### src/rtl/eth_frame_tx.sv
// Repeating frame transmitter: streams a RAM-held frame template onto an AXI4-Stream master,
// with a programmable inter-frame gap, abort truncation, start timestamps and a frame counter.
module eth_frame_tx #(
  parameter int unsigned mem_addr_width = 11,
  parameter int unsigned gap_width      = 32
) (
  input  logic                      clk,
  input  logic                      rst,
  input  logic                      enable,
  input  logic                      abort,
  input  logic [15:0]               frame_size,
  input  logic [gap_width-1:0]      frame_gap,
  output logic [mem_addr_width-1:0] mem_addr,
  input  logic [7:0]                mem_rdata,
  output logic [7:0]                m_axis_tdata,
  output logic                      m_axis_tuser,
  output logic                      m_axis_tlast,
  output logic                      m_axis_tvalid,
  input  logic                      m_axis_tready,
  input  logic [63:0]               current_time,
  input  logic                      time_running,
  output logic [63:0]               tx_timestamp,
  output logic                      tx_done,
  output logic [63:0]               tx_count
);

  localparam int unsigned SizeW   = mem_addr_width + 1;
  localparam int unsigned MaxSize = 2 ** mem_addr_width;
  localparam int unsigned MinSize = 60;

  typedef enum logic [1:0] {IDLE = 2'd0, SEND = 2'd1, GAP = 2'd2} state_t;

  typedef struct packed {
    logic [7:0] data;
    logic       last;
    logic       user;
  } beat_t;

  state_t state, state_next;

  logic [SizeW-1:0]          size_q, size_new;
  logic [gap_width-1:0]      gap_q, gap_cnt;
  logic [mem_addr_width-1:0] rd_cnt;
  logic                      rd_done_q;
  logic                      pend_q, pend_last_q;
  logic                      abort_q;
  logic                      first_q;
  logic                      valid_q;
  beat_t                     fifo_q [2];
  logic [1:0]                cnt_q;

  logic   start, can_start, pop, tlast_hs, ab_now, keep, marked, issue;
  logic [1:0] occ, total, cnt_next;
  beat_t  push_beat;
  beat_t  lst [3];
  beat_t  fifo_next [2];

  assign can_start = enable & time_running;
  assign pop       = valid_q & m_axis_tready;
  assign tlast_hs  = pop & fifo_q[0].last;

  assign mem_addr      = rd_cnt;
  assign m_axis_tvalid = valid_q;
  assign m_axis_tdata  = fifo_q[0].data;
  assign m_axis_tlast  = fifo_q[0].last;
  assign m_axis_tuser  = fifo_q[0].user;

  // Frame length clamp applied when a frame is started
  always_comb begin
    size_new = SizeW'(frame_size);
    if (32'(frame_size) < MinSize)      size_new = SizeW'(MinSize);
    else if (32'(frame_size) > MaxSize) size_new = SizeW'(MaxSize);
  end

  always_ff @(posedge clk or posedge rst) begin
    if (rst) state <= IDLE;
    else     state <= state_next;
  end

  // The start cycle doubles as the address cycle for byte 0
  always_comb begin
    state_next = state;
    start      = 1'b0;
    case (state)
      IDLE: if (can_start) begin
        start      = 1'b1;
        state_next = SEND;
      end
      SEND: if (tlast_hs) begin
        if (gap_q != '0)    state_next = GAP;
        else if (can_start) start      = 1'b1;
        else                state_next = IDLE;
      end
      GAP: if (gap_cnt >= gap_q) begin
        if (can_start) begin
          start      = 1'b1;
          state_next = SEND;
        end else begin
          state_next = IDLE;
        end
      end
      default: state_next = IDLE;
    endcase
  end

  // Output FIFO update; an abort marks the first byte not yet visible on the bus and drops the rest
  always_comb begin
    push_beat = {mem_rdata, pend_last_q, 1'b0};
    occ       = cnt_q - 2'(pop);
    total     = occ + 2'(pend_q);
    lst[0]    = pop ? fifo_q[1] : fifo_q[0];
    lst[1]    = fifo_q[1];
    lst[2]    = push_beat;
    if (pend_q) begin
      case (occ)
        2'd0:    lst[0] = push_beat;
        2'd1:    lst[1] = push_beat;
        default: lst[2] = push_beat;
      endcase
    end
    ab_now       = (state == SEND) & ~tlast_hs & (abort_q | abort);
    keep         = ~pop & valid_q;
    fifo_next[0] = lst[0];
    fifo_next[1] = lst[1];
    cnt_next     = total;
    marked       = 1'b0;
    if (ab_now) begin
      if (keep && fifo_q[0].last) begin
        cnt_next = 2'd1;
        marked   = 1'b1;
      end else if (total > 2'(keep)) begin
        if (keep) begin
          fifo_next[1].last = 1'b1;
          fifo_next[1].user = 1'b1;
          cnt_next          = 2'd2;
        end else begin
          fifo_next[0].last = 1'b1;
          fifo_next[0].user = 1'b1;
          cnt_next          = 2'd1;
        end
        marked = 1'b1;
      end
    end
    issue = (state == SEND) & ~rd_done_q & (total < 2'd2) & ~marked;
  end

  always_ff @(posedge clk or posedge rst) begin
    if (rst) begin
      fifo_q[0]    <= '0;
      fifo_q[1]    <= '0;
      cnt_q        <= '0;
      valid_q      <= 1'b0;
      pend_q       <= 1'b0;
      pend_last_q  <= 1'b0;
      rd_cnt       <= '0;
      rd_done_q    <= 1'b0;
      size_q       <= '0;
      gap_q        <= '0;
      gap_cnt      <= '0;
      abort_q      <= 1'b0;
      first_q      <= 1'b0;
      tx_timestamp <= '0;
      tx_done      <= 1'b0;
      tx_count     <= '0;
    end else begin
      fifo_q[0] <= fifo_next[0];
      fifo_q[1] <= fifo_next[1];
      cnt_q     <= cnt_next;
      valid_q   <= (cnt_next != 2'd0);
      pend_q    <= start | issue;

      if (start) begin
        size_q      <= size_new;
        gap_q       <= frame_gap;
        rd_cnt      <= mem_addr_width'(1);
        rd_done_q   <= 1'b0;
        pend_last_q <= 1'b0;
        abort_q     <= 1'b0;
      end else begin
        if (issue) begin
          pend_last_q <= ({1'b0, rd_cnt} == size_q - SizeW'(1));
          if ({1'b0, rd_cnt} == size_q - SizeW'(1)) begin
            rd_cnt    <= '0;
            rd_done_q <= 1'b1;
          end else begin
            rd_cnt <= rd_cnt + mem_addr_width'(1);
          end
        end
        if (marked) begin
          rd_cnt    <= '0;
          rd_done_q <= 1'b1;
          abort_q   <= 1'b0;
        end else if (ab_now) begin
          abort_q <= 1'b1;
        end
      end

      if (state == SEND && tlast_hs) gap_cnt <= gap_width'(1);
      else if (state == GAP)         gap_cnt <= gap_cnt + gap_width'(1);

      if (pop && first_q) tx_timestamp <= current_time;
      if (pop)   first_q <= 1'b0;
      if (start) first_q <= 1'b1;

      tx_done <= tlast_hs;
      if (tlast_hs) tx_count <= tx_count + 64'd1;
    end
  end

endmodule

### config.mk
export PLATFORM = sky130hd
export DESIGN_NAME = eth_frame_tx
export DESIGN_NICKNAME = d
export VERILOG_FILES = /design/src/rtl/eth_frame_tx.sv
export SDC_FILE = /design/constraint.sdc
export NUM_CORES = 1
export LEC_CHECK = 0
export BUFFER_PORTS_ARGS = -buffer_cell sky130_fd_sc_hd__buf_2
export CORE_ASPECT_RATIO = 0.5
export CORE_UTILIZATION = 29
export CTS_BUF_LIST = sky130_fd_sc_hd__clkbuf_8
export DETAILED_ROUTE_END_ITERATION = 16
export PLACE_DENSITY_LB_ADDON = 0.25
export SLEW_MARGIN = 25
export SYNTH_ARGS = -nofsm -noshare
export SYNTH_HDL_FRONTEND = slang
export SYNTH_SLANG_ARGS = --single-unit
### constraint.sdc
create_clock -name clk -period 7.6 [get_ports clk]
set_clock_uncertainty 0.05 [all_clocks]
set_input_delay 0.76 -clock clk [delete_from_list [all_inputs] [get_ports clk]]
set_output_delay 0.76 -clock clk [all_outputs]
set_load 0.01 [all_outputs]
==> flow_summary.ini, run 1 <==
[detailed_routing]
drtAntennaViolNets = 0
routedWlPerCell_um = 16.2
drc = 0
wirelength_mm = 30.7
first_iter_violations = 471
drt-pass1-iter-count = 5
viasPerCell = 4.64
vias = 8813

[clocking]
clkTransAtPathRegs_ps = 60
postCtsSetupRepairBufs = 0
worstSkewPairLatency_ps = 550
clk_path_buf_depth = 3
cts_tree = done
cts_hold_buf = 0
htree_num_levels = 2
numCtsBuffers = 40
root_buffer = clkbuf_8
numClockSinks = 246
cts-resized-gates = 0

[worst_setup_path]
path_common_cell = inv_1
cp-start-kind = register
worst_setup_path_end_kind = register
path_buf_inv = 3
arrival_ps = 3930
cp_slowest_cell = o2111ai_4
max_stage_delay_ps = 620
path_delay_family = compound AO/OA/AOI/OAI gates
worstPathRequired_ps = 7970
crit_path_max_fanout = 31
crit_chain = inv_1 > ha_1 > nand2b_1 > a2111o_1 > a32oi_1 > a21boi_0 > o2111ai_4 > buf_4 > inv_1 > a311o_1
setup.worst_path.class = register to register

[placement]
dp.cells = 1828
dpl.hpwl_mm = 22.6
gp_congestion = 0.799
portBuffers = 276
pre_cts_ws_ps = 3630

[logic_synthesis]
yosys.cell_types.count = 59
async_reset_ff_frac = 1.00
synth_edf_count = 0
yosysSeqAreaShare = 0.530
syn_nets = 1213
avgSynthCellArea_sq_um = 11.1
synthCells = 1048
yosys_warnings = 0
synth_area_sq_um = 11600
synth-main-ff-cell = dfrtp_1
synth_seq_cells = 246

[layout]
final_nets = 1505
areaGrowthSynthToFinish_pct = 24.1
drive_above_1_share = 0.338
fin_cells = 1900

[global_route]
grt_usage = 0.147
grtUsageMet3 = 0.0300
grt_pass1_vias = 8827
met2_usage = 0.250
use_met1 = 0.187
grt_pass1_wl_mm = 48.1
overflow = 0
grt.busiest_layer = met2
antenna_found_initial = 2
grt_max_degree = 118

[floorplan]
ioPinCount = 277
die_h_um = 143
core_sq_um = 39200
dieWidth_um = 285
initial_core_util = 0.296
std_cell_rows = 51
dieArea_sq_um = 40900

[worst_hold_path]
worst_hold_path_type = input port to async pin

[power]
ir_drop_uv = 117
powerDensity_nw_per_um2 = 338
p_leak_nw = 7.04

[timing]
fmax_ghz = 0.281
worstMarginPinSlew_ps = 944
relSlewSlack = 0.368
slew_violations = 0
setup_tns_ps = 0
fin_ws_ps = 4030
fin_crit_ps = 3570
fin_crit_sh = 0.469
hold_violations = 0
final-setup-viol-count = 0
rsz0062_at_grt = no

[outcome]
run_status = complete, no violations

[run]
max_cap_violations = 0
per-stage QoR:
stage	area (sq um)	hold slack [ps]	util	total power, mW
2_1_floorplan	11600	397	-	3.14
3_3_place_gp	13600	412	0.346	3.66
6_report	14400	365	0.368	4.88
4_1_cts	14400	344	0.368	4.96
3_5_place_dp	13600	414	0.347	3.73
5_1_grt	14400	340	0.368	5.26
layout make-up:
class / count / area (sq um)
Fill cell: 3929 / 24800
Sequential cell: 246 / 6160
Clock buffer: 56 / 771
Inverter: 63 / 244
Timing Repair Buffer: 281 / 1420
Clock inverter: 14 / 57.6
Tap cell: 530 / 663
Multi-Input combinational cell: 708 / 5090
Antenna cell: 2 / 5.00
registers in the layout, indices dropped and copies added, names as in the netlist, 2 cells and up:
register      flops
tx_count         64
state             2
cnt_q             2
gap_q            32
gap_cnt          32
m_axis_tdata      8
mem_addr         11
tx_timestamp     64
fifo_q           10
size_q           12
synthesized netlist by cell type (all sizes together), types with 8 or more instances:
library cell / number / area [sq um]
nor2: 61 / 229
mux2: 104 / 1170
xnor2: 69 / 604
nand4: 40 / 250
ha: 39 / 488
nor4: 16 / 100
nand2: 95 / 357
o21ai: 37 / 185
nand3: 61 / 318
clkbuf: 20 / 75.1
dfrtp: 246 / 6160
mux2i: 21 / 210
and2: 8 / 50.1
and4: 9 / 78.8
a21oi: 31 / 159
nor3: 17 / 85.1
xor2: 17 / 149
buf: 11 / 73.8
and3: 16 / 100
inv: 63 / 236
placed cells by master (no fill, tap or decap), drive strengths merged, types with 40 or more instances in the layout:
master / synthesis / final
nor2: 61 / 61
clkbuf: 20 / 56
buf: 11 / 281
mux2: 104 / 104
nand4: 40 / 40
xnor2: 69 / 69
dfrtp: 246 / 246
nand3: 61 / 61
nand2: 95 / 95
inv: 63 / 73
worst paths after layout:
path                                    endpoint  depth (start not counted)          start  slack (ps)
max in group asynchronous           tx_count[40]                          3            rst        5850
worst max register to register       mem_addr[0]                         10     gap_cnt[0]        4030
min in group clk                       gap_q[18]                          2  frame_gap[18]         390
worst max-delay path                 mem_addr[0]                         10     gap_cnt[0]        4030
worst min register to register      tx_count[63]                          1   tx_count[63]         430
worst min-delay path            tx_timestamp[31]                          2            rst         360
layer usage:
metal / routed length (um) / part of all wire
met5: 0 / 0
met4: 816 / 0.027
met3: 1240 / 0.040
met2: 15100 / 0.49
met1: 13500 / 0.44
logic make-up after synthesis:
| kind of cell | count (synthesis) | share of synthesized area |
|---|---|---|
| adder cells (fa/ha/maj) | 39 | 0.0420 |
| AO/OA/AOI/OAI | 103 | 0.0542 |
| XOR/XNOR | 86 | 0.0649 |
| flip-flops | 246 | 0.530 |
| multiplexers | 125 | 0.119 |
| AND/OR/NAND/NOR | 355 | 0.157 |
| buffers and inverters | 94 | 0.0332 |
power breakdown:
group	switching [mW]	leakage, nW	internal (mW)	total [mW]
registers	0.335	3.13	1.75	2.08
logic	0.841	3.43	0.755	1.60
clock network	0.545	0.472	0.651	1.20
total	1.72	7.04	3.15	4.88
No activity file was read; power rests on OpenSTA's default activity.
==> run 2: changes to the inputs <==
==> constraint.sdc (replaced) <==
create_clock -name clk -period 3.3 [get_ports clk]
set_clock_uncertainty 0.05 [all_clocks]
set_input_delay 0.33 -clock clk [delete_from_list [all_inputs] [get_ports clk]]
set_output_delay 0.33 -clock clk [all_outputs]
set_load 0.01 [all_outputs]
==> run 2 against run 1 <==
  * Worst setup slack worse by 3900 ps
  * Via count is 5.1% higher
  * Critical path type unchanged
  * Cell count is 6.3% higher
  * Combinational power is 140% higher
  * Highest routed layer unchanged
==> flow_summary.ini, run 2 (synthesis results as in run 1) <==
[placement]
dpl.hpwl_mm = 22.7
portBuffers = 276
pre_cts_ws_ps = 163
gp_congestion = 0.846
place_area_sq_um = 13700

[detailed_routing]
first_iter_violations = 444
drc = 0
wirelength_mm = 31.4
viasPerCell = 4.59
drt-pass1-iter-count = 4
drtAntennaViolNets = 0
vias = 9263
routedWlPerCell_um = 15.6

[floorplan]
initial_core_util = 0.296
ioPinCount = 277
die_h_um = 143
dieArea_sq_um = 40900
core_sq_um = 39200
std_cell_rows = 51
dieWidth_um = 285

[worst_setup_path]
cp-start-kind = register
rrSetupSlack_ps = 170
worstPathRequired_ps = 3680
worst_setup_path_end_kind = register
arrival_ps = 3510
r2r_start = size_q[0]
setup.worst_path.class = register to register
crit_start = size_q[0]
crit_path_max_fanout = 10

[clocking]
htree_num_levels = 2
numCtsBuffers = 41
worstSkewPairLatency_ps = 560
root_buffer = clkbuf_8
clk_path_buf_depth = 3
numClockSinks = 246
cts_hold_buf = 111
postCtsSetupRepairBufs = 0
clkTransAtPathRegs_ps = 60
cts-resized-gates = 0
cts_tree = done

[timing]
fin_crit_ps = 3130
rsz0062_at_grt = no
fmax_ghz = 0.320
hold_violations = 0
final-setup-viol-count = 0
fin_crit_sh = 0.947
slew_violations = 0
fin_ws_ps = 174
relSlewSlack = 0.330
worstMarginPinSlew_ps = 1000

[power]
ir_drop_uv = 299
p_leak_nw = 7.54
p_clk_frac = 0.233
total_power_mw = 11.3
power.internal_mw = 7.27
swShare = 0.356
pwr-share-comb = 0.342
power_frac_seq = 0.425
powerDensity_nw_per_um2 = 724
p_sw_mw = 4.02

[worst_hold_path]
min_from = frame_size[2]
worst_hold_path_type = input port to register

[layout]
fillers = 3846
final_cell_mix = buf_2 (276), dfrtp_1 (246), dlygate4sd3_1 (111), mux2_2 (104), nand2_1 (94)
insertedDiodeCount = 0
top_regs = tx_count: 64 flops, tx_timestamp: 64 flops
seqCellArea_sq_um = 6160
multi_input_area_sq_um = 5090
areaGrowthSynthToFinish_pct = 34.3
final_nets = 1629
final_area_sq_um = 15600
drive_above_1_share = 0.315
layout_commonest_cell = buf_2

[outcome]
run_status = complete, no violations

[global_route]
grt_max_degree = 77
antenna_found_initial = 0
grt_usage = 0.151
grt_pass1_vias = 9411
grt_pass1_wl_mm = 50.0
overflow = 0

[run]
max_cap_violations = 0
run 2: changes by cell type in the layout (fill, tap and decap cells not counted), sizes merged:
cell         delta
buf            +12
bufinv          +1
clkbuf          -9
clkinv          +2
clkinvlp        +3
diode           -2
dlygate4sd3   +111
inv             +2
run 2: cell type report:
cell class	count	area share
sequential	246	0.395
multi-input combinational	708	0.326
timing repair buffer	404	0.171
tap	530	0.0425
clock buffer	47	0.0415
inverter	63	0.0154
clock inverter	22	0.00818
run 2: per-layer routing:
metal / up-vias / share of wire / global-route usage
met1: 4536 / 0.44 / 0.189
li1: 4515 / - / -
met3: 67 / 0.033 / 0.0284
met5: - / 0 / 0
met2: 145 / 0.50 / 0.264
met4: 0 / 0.029 / 0.0518
run 2: critical path, cell delays in order (launching register included):
cell and delay [ps]:
dfrtp_1 420, inv_1 110, ha_1 260, or4b_4 530
or4_4 490, a211oi_2 230, o211ai_1 140, or4b_4 550
nand3_4 170, nor2_1 70
run 2: path summary, 6_finish.rpt:
kind	end	depth (start not counted)
worst max register to register	mem_addr[6]	9
min in group asynchronous	tx_timestamp[15]	3
worst max-delay path	mem_addr[6]	9
worst min register to register	tx_count[63]	1
max in group asynchronous	gap_q[10]	4
worst min-delay path	size_q[2]	3
run 2: per-stage QoR:
step	instances	hold slack, ps	util	setup TNS (ps)
after CTS	2020	7.12	0.398	0
after floorplan	1048	397	-	-76690
after global placement	1840	407	0.350	0
after detailed placement	1840	407	0.350	0
after global routing	2020	22.6	0.398	0
final	2020	43.3	0.398	0
run 2: power by group through the flow:
stage / registers (mW) / logic, mW / clock network, mW
CTS: 4.79 / 3.92 / 2.76
floorplan: 4.87 / 2.35 / 0
detailed placement: 4.84 / 3.79 / 0
global route: 4.95 / 4.29 / 2.91
finish: 4.80 / 3.86 / 2.64
global placement: 4.79 / 3.69 / 0
